<file path="src/rtl/audio_pkg.sv">
// audio_pkg: definitions shared by the audio datapath blocks (receive
// deserializer, decimator, serializer).
//   AUDIO_WIDTH : native sample width of the audio path
//   LR_LEFT     : word-select level that marks the left channel
//   state_t     : I2S receive frame state
package audio_pkg;

  localparam int unsigned AUDIO_WIDTH = 16;
  localparam logic        LR_LEFT     = 1'b0;

  typedef enum logic [1:0] {
    IDLE,
    SLOT,
    SHIFT,
    PAD
  } state_t;

endpackage

</file>
<file path="src/rtl/sync_edge_detect.sv">
// sync_edge_detect: multi-flop synchronizer for one asynchronous input,
// followed by a single-cycle edge detector on the synchronized level.
//   i_clk   : system clock
//   i_rst   : asynchronous reset, active-high
//   i_d     : asynchronous input
//   o_level : synchronized level (SYNC_STAGES cycles of delay)
//   o_rise  : one-cycle pulse on a 0->1 transition of o_level
//   o_fall  : one-cycle pulse on a 1->0 transition of o_level
module sync_edge_detect #(
  parameter int unsigned SYNC_STAGES = 2
) (
  input  logic i_clk,
  input  logic i_rst,
  input  logic i_d,
  output logic o_level,
  output logic o_rise,
  output logic o_fall
);

  logic [SYNC_STAGES-1:0] r_sync;
  logic                   r_prev;

  always_ff @(posedge i_clk or posedge i_rst) begin
    if (i_rst) begin
      r_sync <= '0;
      r_prev <= 1'b0;
    end else begin
      r_sync <= {r_sync[SYNC_STAGES-2:0], i_d};
      r_prev <= r_sync[SYNC_STAGES-1];
    end
  end

  assign o_level = r_sync[SYNC_STAGES-1];
  assign o_rise  = o_level & ~r_prev;
  assign o_fall  = ~o_level & r_prev;

endmodule

</file>
<file path="src/rtl/audio_serial_to_parallel.sv">
// audio_serial_to_parallel: I2S receive deserializer for the WM8731 ADC path.
// Oversamples BCLK/LRCK/DATA on CLOCK_50, assembles MSB-first left and right
// words (skipping the I2S one-bit delay) and presents both together with a
// one-cycle strobe. A word cut short by an early LRCK edge raises FRAME_ERR
// and suppresses that frame's output update.
//   CLOCK_50     : system clock, the only clock in the block
//   RESET        : asynchronous reset, active-high
//   AUD_BCLK     : codec bit clock (asynchronous)
//   AUD_ADCLRCK  : codec word select, low = left, high = right
//   AUD_ADCDAT   : codec serial data, changes on BCLK falling edge
//   AUD_L/AUD_R  : last complete left/right words
//   AUD_OUT      : mono feed to the decimator (copy of AUD_L)
//   SAMPLE_VALID : one-cycle pulse when AUD_L/AUD_R/AUD_OUT update
//   FRAME_ERR    : one-cycle pulse when a word is truncated
module audio_serial_to_parallel
  import audio_pkg::*;
#(
  parameter int unsigned DATA_WIDTH  = AUDIO_WIDTH,
  parameter int unsigned SYNC_STAGES = 2
) (
  input  logic                  CLOCK_50,
  input  logic                  RESET,
  input  logic                  AUD_BCLK,
  input  logic                  AUD_ADCLRCK,
  input  logic                  AUD_ADCDAT,
  output logic [DATA_WIDTH-1:0] AUD_L,
  output logic [DATA_WIDTH-1:0] AUD_R,
  output logic [DATA_WIDTH-1:0] AUD_OUT,
  output logic                  SAMPLE_VALID,
  output logic                  FRAME_ERR
);

  localparam int unsigned CNT_W = $clog2(DATA_WIDTH + 1);

  logic w_bclk_level_unused;
  logic w_bclk_rise;
  logic w_bclk_fall_unused;
  logic w_lr_now;
  logic w_lr_rise;
  logic w_lr_fall;
  logic w_data;
  logic w_data_rise_unused;
  logic w_data_fall_unused;
  logic w_lr_edge;

  // All three inputs use identical synchronizers so DATA stays aligned
  // with the BCLK rising edge that qualifies it.
  sync_edge_detect #(.SYNC_STAGES(SYNC_STAGES)) u_sync_bclk (
    .i_clk   (CLOCK_50),
    .i_rst   (RESET),
    .i_d     (AUD_BCLK),
    .o_level (w_bclk_level_unused),
    .o_rise  (w_bclk_rise),
    .o_fall  (w_bclk_fall_unused)
  );

  sync_edge_detect #(.SYNC_STAGES(SYNC_STAGES)) u_sync_lrck (
    .i_clk   (CLOCK_50),
    .i_rst   (RESET),
    .i_d     (AUD_ADCLRCK),
    .o_level (w_lr_now),
    .o_rise  (w_lr_rise),
    .o_fall  (w_lr_fall)
  );

  sync_edge_detect #(.SYNC_STAGES(SYNC_STAGES)) u_sync_data (
    .i_clk   (CLOCK_50),
    .i_rst   (RESET),
    .i_d     (AUD_ADCDAT),
    .o_level (w_data),
    .o_rise  (w_data_rise_unused),
    .o_fall  (w_data_fall_unused)
  );

  assign w_lr_edge = w_lr_rise | w_lr_fall;

  state_t                r_state;
  logic [CNT_W-1:0]      r_bit_cnt;
  logic [DATA_WIDTH-1:0] r_shift;
  logic [DATA_WIDTH-1:0] r_hold_l;
  logic [DATA_WIDTH-1:0] r_hold_r;
  logic                  r_left_ok;
  logic                  r_commit;
  logic [DATA_WIDTH-1:0] w_next_word;

  assign w_next_word = {r_shift[DATA_WIDTH-2:0], w_data};

  always_ff @(posedge CLOCK_50 or posedge RESET) begin
    if (RESET) begin
      r_state      <= IDLE;
      r_bit_cnt    <= '0;
      r_shift      <= '0;
      r_hold_l     <= '0;
      r_hold_r     <= '0;
      r_left_ok    <= 1'b0;
      r_commit     <= 1'b0;
      AUD_L        <= '0;
      AUD_R        <= '0;
      AUD_OUT      <= '0;
      SAMPLE_VALID <= 1'b0;
      FRAME_ERR    <= 1'b0;
    end else begin
      SAMPLE_VALID <= 1'b0;
      FRAME_ERR    <= 1'b0;
      r_commit     <= 1'b0;

      if (r_commit) begin
        AUD_L        <= r_hold_l;
        AUD_R        <= r_hold_r;
        AUD_OUT      <= r_hold_l;
        SAMPLE_VALID <= 1'b1;
      end

      case (r_state)
        IDLE, PAD: begin
          if (w_lr_edge) begin
            r_bit_cnt <= '0;
            r_shift   <= '0;
            // A coincident BCLK rise is consumed as the one-bit delay.
            r_state   <= w_bclk_rise ? SHIFT : SLOT;
          end
        end

        SLOT, SHIFT: begin
          if (w_lr_edge) begin
            // Word cut short: drop it and poison the current frame.
            FRAME_ERR <= 1'b1;
            r_left_ok <= 1'b0;
            r_bit_cnt <= '0;
            r_shift   <= '0;
            r_state   <= w_bclk_rise ? SHIFT : SLOT;
          end else if (w_bclk_rise) begin
            if (r_state == SLOT) begin
              r_state <= SHIFT;
            end else begin
              r_shift <= w_next_word;
              if (r_bit_cnt < CNT_W'(DATA_WIDTH)) begin
                r_bit_cnt <= r_bit_cnt + 1'b1;
              end
              if (r_bit_cnt == CNT_W'(DATA_WIDTH - 1)) begin
                r_state <= PAD;
                if (w_lr_now == LR_LEFT) begin
                  r_hold_l  <= w_next_word;
                  r_left_ok <= 1'b1;
                end else begin
                  r_hold_r  <= w_next_word;
                  r_commit  <= r_left_ok;
                  r_left_ok <= 1'b0;
                end
              end
            end
          end
        end

        default: r_state <= IDLE;
      endcase
    end
  end

endmodule

</file>
<file path="config.mk">
export PLATFORM = sky130hd
export DESIGN_NAME = audio_serial_to_parallel
export DESIGN_NICKNAME = d
export VERILOG_FILES = /design/src/rtl/audio_pkg.sv /design/src/rtl/sync_edge_detect.sv /design/src/rtl/audio_serial_to_parallel.sv
export SDC_FILE = /design/constraint.sdc
export NUM_CORES = 1
export LEC_CHECK = 0
export CAP_MARGIN = 20
export CORE_MARGIN = 1.5
export CORE_UTILIZATION = 50
export CTS_CLUSTER_SIZE = 20
export DETAILED_ROUTE_END_ITERATION = 12
export GPL_TIMING_DRIVEN = 0
export PLACE_DENSITY = 0.73
export SYNTH_ARGS = -nofsm -noshare
export SYNTH_HDL_FRONTEND = slang
export SYNTH_SLANG_ARGS = --single-unit
</file>
<file path="constraint.sdc">
create_clock -name CLOCK_50 -period 5.2 [get_ports CLOCK_50]
set_clock_uncertainty 0.15 [all_clocks]
set_input_delay 0.52 -clock CLOCK_50 [delete_from_list [all_inputs] [get_ports CLOCK_50]]
set_output_delay 0.52 -clock CLOCK_50 [all_outputs]
set_load 0.05 [all_outputs]
</file>
==> metrics.log, run 1 <==
[metrics] slowest cell delay on critical path: around 0.46 ns
[metrics] run status: finished, final reports clean
[metrics] Initial DRT Pass Iterations: 4
[metrics] distinct cell type count of the synthesized netlist: 28
[metrics] dominant combinational cell family by area after synthesis: multiplexers
[metrics] detailed placer's ending HPWL: 4.25 mm
[metrics] async set or reset register ratio after synthesis: between 90% and 100%
[metrics] via/cell ratio: roughly 5.2
[metrics] fraction of the mapped netlist area in simple logic gates: roughly 4.6%
[metrics] cells along the critical path: ha_1 > nor4b_4 > nand4b_2 > buf_2 > mux2_2
[metrics] multiplexer fraction of the synthesized cell area: 19.5%
[metrics] Initial Util: around 52%
[metrics] top-area cell type share of the netlist area: 64.5%
[metrics] routed length per placed instance: about 15 um
[metrics] count of H-tree levels built during CTS: 3
[metrics] CP max-delay cell: sky130_fd_sc_hd__nor4b_4
[metrics] clk_lat worst skew: 0.36 ns
[metrics] final-layout fill cell count: between 500 and 600
[metrics] Total GRT Usage: 16.9%
[metrics] y dimension of the die: around 90 um
[metrics] DRC viols: 0
[metrics] proportion of layout cells with a drive suffix above 1: approximately 34%
[metrics] pwr dens: about 290 nW/um2
[metrics] count of flip-flops with a built-in enable after synthesis: 0
[metrics] dominant cell type by area after synthesis: sky130_fd_sc_hd__dfrtp_1
[metrics] area added between synthesis and finish: 23.8%
[metrics] unrepaired setup endpoints after global routing: false
[metrics] count of final hold-check violations: 0
[metrics] number of flip-flops and latches in the synthesized netlist: 98
[metrics] post-synthesis sequential area ratio: between 60% and 70%
[metrics] kind of cell with the highest combined delay on the critical path: simple AND/OR/NAND/NOR gates
[metrics] Slew headroom: around 54%
[metrics] clock transition at the register clock pins on the worst setup and hold paths after CTS: ~0.09 ns
[metrics] Die W: roughly 90 um
[metrics] gp weighted congestion: between 0.6 and 0.7
[metrics] total overflow reported by the global router: 0
[metrics] cell types with the highest counts after synthesis: sky130_fd_sc_hd__dfrtp_1 (98), sky130_fd_sc_hd__mux2_2 (66), sky130_fd_sc_hd__buf_4 (17)
[metrics] most used standard cell by instance count after synthesis: sky130_fd_sc_hd__dfrtp_1
[metrics] initial antenna violation count: 0
[metrics] cell count after synthesis: about 250
[metrics] vias in the first global route: between 2000 and 2500
[metrics] worst hold-check path type: flop to flop
[metrics] final critical-path required period: between 2 and 2.5 ns
[metrics] critical path data arrival time: between 2 and 3 ns
[metrics] post-synthesis instance area: between 3000 and 4000 um2
[metrics] worst path required time: roughly 5.3 ns
[metrics] # hold bufs at CTS: 0
[metrics] DR iter-0 viols: 60
[metrics] maximum capacitance violations: 0
[metrics] Buf+Inv Stages, Crit Path: 1
[metrics] count of input and output buffers: 54
[metrics] max frequency: 403 MHz
[metrics] transition time of the tightest slew-check pin: just under 0.7 ns
[metrics] sum of negative setup slack: 0 ns
[metrics] largest fanout of any net on the critical path: 10
[metrics] startpoint types: flop
[metrics] fraction of the mapped netlist area in compound gates: about 5.3%
[metrics] first-pass GRT wire length: between 10 and 15 mm
[metrics] antenna diode count: 0
[metrics] clk sinks: 98
[metrics] count of yosys warnings during synthesis: 0
[metrics] Post-CTS Setup Repair Bufs: 0
[metrics] # resized after CTS: 0
[metrics] final setup violation count: 0
[metrics] Critical Setup Path Class: flop to flop
[metrics] Adder-Cell Fraction of Synth Area: 1.32%
[metrics] synthesized area per cell: between 15 and 20 um2
[metrics] count of antenna-violating nets left after detailed routing: 0
[metrics] Final Cycle Share: around 48%
[metrics] Synth Flop Type: sky130_fd_sc_hd__dfrtp_1
[metrics] TritonCTS clock tree: done
[metrics] number of buffers added by the clock tree synthesis step: 9
[metrics] Core ar.: between 7000 and 8000 um2
[metrics] leading post-synthesis cells by cell area: sky130_fd_sc_hd__dfrtp_1 (64%), sky130_fd_sc_hd__mux2_2 (20%), sky130_fd_sc_hd__a22o_1 (3.5%), sky130_fd_sc_hd__buf_4 (3.4%), sky130_fd_sc_hd__ha_1 (1.3%)
[metrics] final max-slew violation count: 0
[metrics] total routed wirelength: roughly 6.3 mm
[metrics] crit end category: flop
[metrics] power after layout: 1.37 mW
[metrics] row cnt: 31
[metrics] multi-input gate area in the final layout: between 1000 and 1500 um2
[metrics] area of the die: 8140 um2
[metrics] clock root buffer: sky130_fd_sc_hd__clkbuf_8
[metrics] fin nets: between 300 and 400
[metrics] Max Root-Sink Buffers: 2
[metrics] post-synthesis xor/xnor area fraction: 0%
[metrics] Max rail drop VDD: 142 uV
[metrics] Post-Synthesis Net Count: between 200 and 300
[metrics] maximum number of pins on one net before global-route repair: 76
[metrics] vias after detailed routing: between 2000 and 2500
[metrics] area used by sequential logic in the layout: between 2000 and 2500 um2
[metrics] Pleak: between 2 and 2.5 nW
[metrics] number of top-level design ports: 55
-- report_power, final --
group,internal [mW],switching (mW),leakage [nW]
registers,0.773,0.00629,1.34
clock network,0.250,0.256,0.106
logic,0.0279,0.0548,0.861
total,1.05,0.317,2.31
-- path summary, 6_finish.rpt --
kind                       slack (ns)                  start                     to  depth (start not counted)
setup / recovery                 2.72             r_state[0]            r_hold_l[7]                          5
hold / removal                   0.20  u_sync_data.r_sync[0]  u_sync_data.r_sync[1]                          0
setup reg to reg                 2.72             r_state[0]            r_hold_l[7]                          5
hold reg to reg                  0.20  u_sync_data.r_sync[0]  u_sync_data.r_sync[1]                          0
max in group asynchronous        3.94                  RESET           r_hold_r[11]                          3
min in group asynchronous        0.32                  RESET               AUD_R[5]                          2
-- registers in the layout (all words and copies together), names as in the netlist, 5 cells and up --
register   cells
r_shift       15
r_bit_cnt      5
AUD_OUT       16
r_hold_l      16
r_hold_r      16
AUD_R         16
-- cells in the final DEF (no fill, tap or decap), types with 4 or more instances in the layout --
master and instances:
sky130_fd_sc_hd__buf_4 17, sky130_fd_sc_hd__inv_1 5, sky130_fd_sc_hd__ha_1 4, sky130_fd_sc_hd__a21oi_1 6, sky130_fd_sc_hd__clkdlybuf4s50_1 54, sky130_fd_sc_hd__clkbuf_8 11, sky130_fd_sc_hd__dfrtp_1 98, sky130_fd_sc_hd__mux2_2 66
sky130_fd_sc_hd__a22o_1 15
-- layout make-up --
type | instances | share of cell area, %
Timing Repair Buffer | 55 | 12.1
Clock buffer | 11 | 3.22
Inverter | 6 | 0.531
Clock inverter | 5 | 1.28
Buffer | 25 | 3.40
Multi-Input combinational cell | 118 | 24.8
Sequential cell | 98 | 52.1
Tap cell | 99 | 2.63
-- per-stage QoR --
| stage | instances | hold slack [ns] | area, um2 | setup slack (ns) | utilization [%] |
|---|---|---|---|---|---|
| 3_3_place_gp | 400 | 0.183 | 4470 | 0.623 | 61.3 |
| 3_5_place_dp | 401 | 0.185 | 4500 | 2.72 | 61.7 |
| 5_1_grt | 417 | 0.218 | 4710 | 2.59 | 64.6 |
| 4_1_cts | 417 | 0.205 | 4710 | 2.68 | 64.6 |
| 6_report | 417 | 0.205 | 4710 | 2.72 | 64.6 |
| 2_1_floorplan | 247 | 0.181 | 3800 | 1.97 | - |
-- worst register-to-register path, cell delays in order, from the launching register on --
cell	delay, ns
sky130_fd_sc_hd__dfrtp_1	0.40
sky130_fd_sc_hd__ha_1	0.40
sky130_fd_sc_hd__nor4b_4	0.46
sky130_fd_sc_hd__nand4b_2	0.32
sky130_fd_sc_hd__buf_2	0.32
sky130_fd_sc_hd__mux2_2	0.30
-- metal layers --
| metal | wire length, um | part of all wire, % | vias to the layer above | track usage (%) |
|---|---|---|---|---|
| met1 | 2990 | 48 | 1119 | 23.4 |
| met4 | 152 | 2.4 | 0 | 8.60 |
| met2 | 2950 | 47 | 45 | 25.9 |
| met3 | 197 | 3.1 | 12 | 2.88 |
| li1 | - | - | 1004 | - |
| met5 | 0 | 0 | - | 0 |
-- cells by family after synthesis --
logic type	count (synthesis)
DFF	98
muxes	66
buffers and inverters	31
AOI/OAI and AO/OA	27
and+or+nand+nor	21
adders and majority gates	4
No activity file was read; power rests on OpenSTA's default activity.
==> inputs of run 2 (changes only) <==
- CORE_UTILIZATION: 50 -> 48
- PLACE_DENSITY: 0.73 -> 0.74
- clock period: 5.2 -> 2.1 ns (I/O delays scaled with it)
==> run 2 against run 1 <==
The run now ends with negative setup slack left. Sequential share of layout area decreased by 2.7 points. Combinational power rose to 3.1 times the previous value. Critical path depth up 2. Critical path type unchanged.
==> metrics.log, run 2 (same netlist as run 1, synthesis figures left out) <==
[metrics] pwr dens: about 700 nW/um2
[metrics] count of H-tree levels built during CTS: 3
[metrics] Initial Util: 49.5%
[metrics] proportion of layout cells with a drive suffix above 1: 39.2%
[metrics] final max-slew violation count: 0
[metrics] clock transition at the register clock pins on the worst setup and hold paths after CTS: around 0.09 ns
[metrics] vias after detailed routing: 2251
[metrics] fin worst setup slack: -0.0385 ns
[metrics] total overflow reported by the global router: 0
[metrics] Max rail drop VDD: between 300 and 400 uV
[metrics] Worst setup endpoint: r_hold_l[3]
[metrics] startpoint types: flop
[metrics] r2r endpoint: r_hold_l[3]
[metrics] reg-to-reg slack, setup: -0.04 ns
[metrics] detailed placer's ending HPWL: approximately 4.2 mm
[metrics] Die W: 92.0 um
[metrics] cells along the critical path: inv_2 > ha_4 > nor4b_4 > buf_4 > nand4b_4 > clkbuf_16 > mux2_2
[metrics] number of buffers added by the clock tree synthesis step: 9
[metrics] critical path data arrival time: 2.24 ns
[metrics] row cnt: 32
[metrics] Design Area, Final: about 5000 um2
[metrics] count of final hold-check violations: 0
[metrics] kind of cell with the highest combined delay on the critical path: simple AND/OR/NAND/NOR gates
[metrics] largest fanout of any net on the critical path: 8
[metrics] CP max-delay cell: sky130_fd_sc_hd__dfrtp_1
[metrics] clk_lat worst skew: 0.36 ns
[metrics] total stage count of the critical path: 7
[metrics] Critical R2R Launch: r_state[1]
[metrics] DRC viols: 0
[metrics] commonest non-fill, non-tap cells in the layout: sky130_fd_sc_hd__dfrtp_1 (98), sky130_fd_sc_hd__mux2_2 (66), sky130_fd_sc_hd__clkdlybuf4s50_1 (54)
[metrics] area added between synthesis and finish: 30.6%
[metrics] Final Cycle Share: 102%
[metrics] vias in the first global route: between 2000 and 2500
[metrics] count of input and output buffers: 54
[metrics] Max Root-Sink Buffers: 2
[metrics] TritonCTS clock tree: done
[metrics] violated checks: negative setup slack
[metrics] logic depth of the worst register-to-register path: 7
[metrics] commonest non-fill, non-tap cell in the layout: sky130_fd_sc_hd__dfrtp_1
[metrics] area used by sequential logic in the layout: 2450 um2
[metrics] run status: complete, but fails checks
[metrics] via/cell ratio: 5.13
[metrics] launching element of the worst setup path: r_state[1]
[metrics] first-pass GRT wire length: about 11 mm
[metrics] routed length per placed instance: between 15 and 20 um
[metrics] count of antenna-violating nets left after detailed routing: 0
[metrics] Core ar.: slightly below 8000 um2
[metrics] y dimension of the die: between 90 and 100 um
[metrics] initial antenna violation count: 0
[metrics] final setup violation count: 14
[metrics] Total GRT Usage: roughly 17%
[metrics] worst path required time: 2.20 ns
[metrics] crit end category: flop
[metrics] area of the die: 8460 um2
[metrics] fin nets: between 300 and 400
[metrics] DR iter-0 viols: 93
[metrics] # hold bufs at CTS: 0
[metrics] Slew headroom: between 50% and 60%
[metrics] smallest hold slack: between 0.1 and 0.15 ns
[metrics] transition time of the tightest slew-check pin: about 0.64 ns
[metrics] Buf+Inv Stages, Crit Path: 3
[metrics] Critical Setup Path Class: flop to flop
[metrics] power after layout: 3.50 mW
[metrics] slowest cell delay on critical path: between 0.3 and 0.4 ns
[metrics] clock root buffer: sky130_fd_sc_hd__clkbuf_8
[metrics] Initial DRT Pass Iterations: 4
[metrics] maximum number of pins on one net before global-route repair: 43
[metrics] number of top-level design ports: 55
[metrics] clk sinks: 98
[metrics] worst hold-check path type: input pin to async pin
[metrics] antenna diode count: 0
[metrics] final critical-path required period: around 2.1 ns
[metrics] Pleak: about 2.4 nW
[metrics] placed inst area: ~4500 um2
[metrics] final-layout fill cell count: ~570
[metrics] unrepaired setup endpoints after global routing: true
[metrics] multi-input gate area in the final layout: about 1200 um2
[metrics] total routed wirelength: slightly below 7 mm
[metrics] maximum capacitance violations: 0
[metrics] gp weighted congestion: between 0.7 and 0.8
[metrics] max frequency: ~470 MHz
[run 2: cell types whose count changed in the layout (fill, tap and decap cells not counted), sizes merged]
cell and delta:
clkbuf +2, bufinv +1, clkinvlp +1, clkinv -2, buf +17
[run 2: worst min path at each step]
stage	from	to	slack (ns)	cells past startpoint
final	RESET	r_hold_l[12]	0.11	2
after CTS	RESET	r_bit_cnt[4]	0.12	2
after detailed placement	u_sync_bclk.r_sync[0]	u_sync_bclk.r_sync[1]	0.19	0
after global routing	AUD_ADCDAT	u_sync_data.r_sync[0]	0.13	1
after floorplan	AUD_BCLK	u_sync_bclk.r_sync[0]	0.09	0
after global placement	u_sync_bclk.r_sync[0]	u_sync_bclk.r_sync[1]	0.18	0
[run 2: repair_timing]
action | CTS | global route
gates resized for setup | 10 | 6
endpoints found under the setup margin | 33 | 32
pin swaps | 2 | 2
gates cloned | 0 | 2
buffers inserted | 4 | 12
[run 2: report_power, final]
part	total (mW)	switching [mW]	internal [mW]
registers	1.93	0.0185	1.91
clock network	1.31	0.627	0.681
logic	0.257	0.148	0.110
total	3.50	0.794	2.70
[run 2: worst register-to-register path: stages, from the launching register on]
cell and delay (ns):
sky130_fd_sc_hd__dfrtp_1 0.38, sky130_fd_sc_hd__inv_2 0.08, sky130_fd_sc_hd__ha_4 0.22, sky130_fd_sc_hd__nor4b_4 0.31
sky130_fd_sc_hd__buf_4 0.17, sky130_fd_sc_hd__nand4b_4 0.21, sky130_fd_sc_hd__clkbuf_16 0.24, sky130_fd_sc_hd__mux2_2 0.27
[run 2: metal layers]
layer / up-vias / global-route usage [%] / wire length [um]
met4: 0 / 8.72 / 144
met5: - / 0 / 0
met2: 47 / 25.1 / 3270
li1: 1045 / - / -
met3: 11 / 3.07 / 215
met1: 1148 / 23.2 / 3110
[run 2: per-stage QoR]
step,setup WS [ns],util [%],cells,TNS [ns]
floorplan,0.0585,-,247,0
global placement,-0.388,58.4,403,-42.25
detailed placement,-0.196,58.9,405,-5.54
CTS,0.00224,62.6,425,0
global route,-0.137,64.6,439,-3.19
finish,-0.0385,64.6,439,-0.197
[run 2: layout make-up]
class / instances / area share, %
sequential: 98 / 49.4
multi-input combinational: 118 / 24.4
timing repair buffer: 74 / 15.1
buffer: 25 / 3.68
clock buffer: 11 / 2.65
tap: 102 / 2.57
clock inverter: 5 / 1.71
inverter: 6 / 0.529
==> inputs of run 3 (changes only) <==
- ABC_AREA: default -> 1
- CORE_UTILIZATION: 48 -> 49
- PLACE_DENSITY: 0.74 -> default
- PLACE_DENSITY_LB_ADDON: default -> 0.08
==> run 3 against run 2 <==
The run now ends clean. Final cell count grew 25%. Clock power shrank 6%. Register-to-register slack gained 0.24 ns. Global-route usage grew 1.7 points. Sequential share of layout area shrank 0.96 points. Count of clock-buffer cells in the layout is the same. Cell area grew 2.0%. Combinational power grew to 2.8 times the previous value. Critical path depth shrank 5.
==> metrics.log, run 3 <==
[metrics] fin worst setup slack: between 0.09 and 0.1 ns
[metrics] crit end category: output pin
[metrics] pwr dens: between 700 and 800 nW/um2
[metrics] run status: finished, final reports clean
[metrics] synthesized area per cell: around 11 um2
[metrics] count of yosys warnings during synthesis: 0
[metrics] detailed placer's ending HPWL: between 5 and 6 mm
[metrics] count of final hold-check violations: 0
[metrics] gp weighted congestion: 0.752
[metrics] vias in the first global route: 2625
[metrics] first-pass GRT wire length: 12.5 mm
[metrics] dominant cell type by area after synthesis: sky130_fd_sc_hd__dfrtp_1
[metrics] clock root buffer: sky130_fd_sc_hd__clkbuf_8
[metrics] max frequency: 499 MHz
[metrics] leading post-synthesis cells by cell area: sky130_fd_sc_hd__dfrtp_1 (59%), sky130_fd_sc_hd__nand2_1 (8.9%), sky130_fd_sc_hd__mux2_2 (7.6%), sky130_fd_sc_hd__o21ai_2 (5.1%), sky130_fd_sc_hd__buf_4 (3.5%)
[metrics] cell types with the highest counts after synthesis: sky130_fd_sc_hd__dfrtp_1 (98), sky130_fd_sc_hd__nand2_1 (98), sky130_fd_sc_hd__inv_1 (28), sky130_fd_sc_hd__mux2_2 (28)
[metrics] placed inst area: 4860 um2
[metrics] Synth Flop Type: sky130_fd_sc_hd__dfrtp_1
[metrics] transition time of the tightest slew-check pin: 0.510 ns
[metrics] count of input and output buffers: 54
[metrics] number of buffers added by the clock tree synthesis step: 9
[metrics] count of H-tree levels built during CTS: 3
[metrics] clk sinks: about 100
[metrics] via/cell ratio: between 4 and 5
[metrics] area of the die: between 8000 and 9000 um2
[metrics] total routed wirelength: roughly 7.4 mm
[metrics] final-layout fill cell count: just over 700
[metrics] smallest hold slack: approximately 0.085 ns
[metrics] number of top-level design ports: 55
[metrics] Max Root-Sink Buffers: 2
[metrics] Post-CTS Setup Repair Bufs: 0
[metrics] worst path required time: 1.74 ns
[metrics] count of antenna-violating nets left after detailed routing: 0
[metrics] fin nets: approximately 450
[metrics] TritonCTS clock tree: done
[metrics] unrepaired setup endpoints after global routing: false
[metrics] top-area cell type share of the netlist area: about three fifths
[metrics] number of flip-flops and latches in the synthesized netlist: 98
[metrics] clk_lat worst skew: roughly 0.35 ns
[metrics] Initial Util: about half
[metrics] largest fanout of any net on the critical path: 3
[metrics] Max rail drop VDD: between 700 and 800 uV
[metrics] async set or reset register ratio after synthesis: 100%
[metrics] clock transition at the register clock pins on the worst setup and hold paths after CTS: roughly 0.10 ns
[metrics] Post-Synthesis Net Count: 380
[metrics] row cnt: 33
[metrics] cell count after synthesis: 371
[metrics] power after layout: ~4.0 mW
[metrics] proportion of layout cells with a drive suffix above 1: approximately 26%
[metrics] Slew headroom: 65.9%
[metrics] Core ar.: around 8200 um2
[metrics] # hold bufs at CTS: 0
[metrics] placed instance count: 533
[metrics] # resized after CTS: 0
[metrics] routed length per placed instance: roughly 13 um
[metrics] Initial DRT Pass Iterations: 4
[metrics] final setup violation count: 0
[metrics] pre-CTS setup slack: between 0.15 and 0.2 ns
[metrics] total overflow reported by the global router: 0
[metrics] startpoint types: flop
[metrics] maximum capacitance violations: 0
[metrics] y dimension of the die: around 95 um
[metrics] sum of negative setup slack: 0 ns
[metrics] post-synthesis instance area: roughly 4100 um2
[metrics] Final Cycle Share: between 90% and 100%
[metrics] Design Area, Final: between 5000 and 6000 um2
[metrics] non-filler cells in the finished layout: approximately 550
[metrics] critical path data arrival time: between 1.5 and 2 ns
[metrics] Pleak: 2.40 nW
[metrics] antenna diode count: 0
[metrics] Total GRT Usage: 18.4%
[metrics] commonest non-fill, non-tap cells in the layout: sky130_fd_sc_hd__dfrtp_1 (98), sky130_fd_sc_hd__nand2_1 (98), sky130_fd_sc_hd__clkdlybuf4s50_1 (54)
[metrics] area added between synthesis and finish: 22.7%
[metrics] final critical-path required period: roughly 2 ns
[metrics] vias after detailed routing: about 2700
[metrics] DRC viols: 0
[metrics] final max-slew violation count: 0
[metrics] maximum number of pins on one net before global-route repair: 29
[metrics] Die W: 94.8 um
[metrics] DR iter-0 viols: approximately 140
[metrics] Critical Setup Path Class: flop to output pin
[metrics] post-synthesis sequential area ratio: between 50% and 60%
[metrics] initial antenna violation count: 0
[metrics] utilization after layout: between 60 and 70%
[metrics] count of flip-flops with a built-in enable after synthesis: 0
[metrics] distinct cell type count of the synthesized netlist: 26
[metrics] worst hold-check path type: input pin to async pin
## run 3: kinds of logic after synthesis
family | count (synthesis) | share of synthesized area, %
AOI/OAI and AO/OA | 54 | 8.73
adders and majority gates | 4 | 1.21
buffers and inverters | 62 | 8.94
DFF | 98 | 59.4
muxes | 32 | 8.73
and+or+nand+nor | 121 | 12.9
## run 3: critical path, cell delays in order, from the launching register on
cell and delay, ns:
sky130_fd_sc_hd__dfrtp_1 0.39, sky130_fd_sc_hd__buf_4 0.12, sky130_fd_sc_hd__clkdlybuf4s50_1 0.79
## run 3: worst paths after layout
| path | from | end | slack [ns] | cells past startpoint |
|---|---|---|---|---|
| worst max register to register | u_sync_lrck.r_sync[1] | r_hold_l[2] | 0.20 | 9 |
| worst min register to register | u_sync_lrck.r_sync[0] | u_sync_lrck.r_sync[1] | 0.20 | 0 |
| min in group CLOCK_50 | AUD_ADCDAT | u_sync_data.r_sync[0] | 0.14 | 1 |
| worst max-delay path | AUD_OUT[15] | AUD_OUT[15] | 0.1 | 2 |
| max in group asynchronous | RESET | r_hold_r[15] | 1.02 | 4 |
| worst min-delay path | RESET | AUD_R[3] | 0.09 | 2 |
## run 3: cell type report
cell class | count | area (um2) | area share (%)
Inverter | 30 | 119 | 2.35
Buffer | 32 | 254 | 5.01
Timing Repair Buffer | 57 | 601 | 11.9
Clock inverter | 4 | 51.3 | 1.01
Sequential cell | 98 | 2450 | 48.4
Clock buffer | 11 | 151 | 2.99
Multi-Input combinational cell | 211 | 1310 | 25.8
Tap cell | 105 | 131 | 2.59
## run 3: routing by layer
metal / vias to the layer above / GRT usage, % / wire (um)
li1: 1310 / - / -
met1: 1333 / 24.1 / 3400
met2: 54 / 30.7 / 3640
met3: 6 / 3.06 / 236
met4: 0 / 6.72 / 91
met5: - / 0 / 0
## run 3: power by group
| group | internal [mW] | switching (mW) |
|---|---|---|
| sequential | 1.96 | 0.0465 |
| clock | 0.610 | 0.622 |
| combinational | 0.241 | 0.475 |
| total | 2.81 | 1.14 |
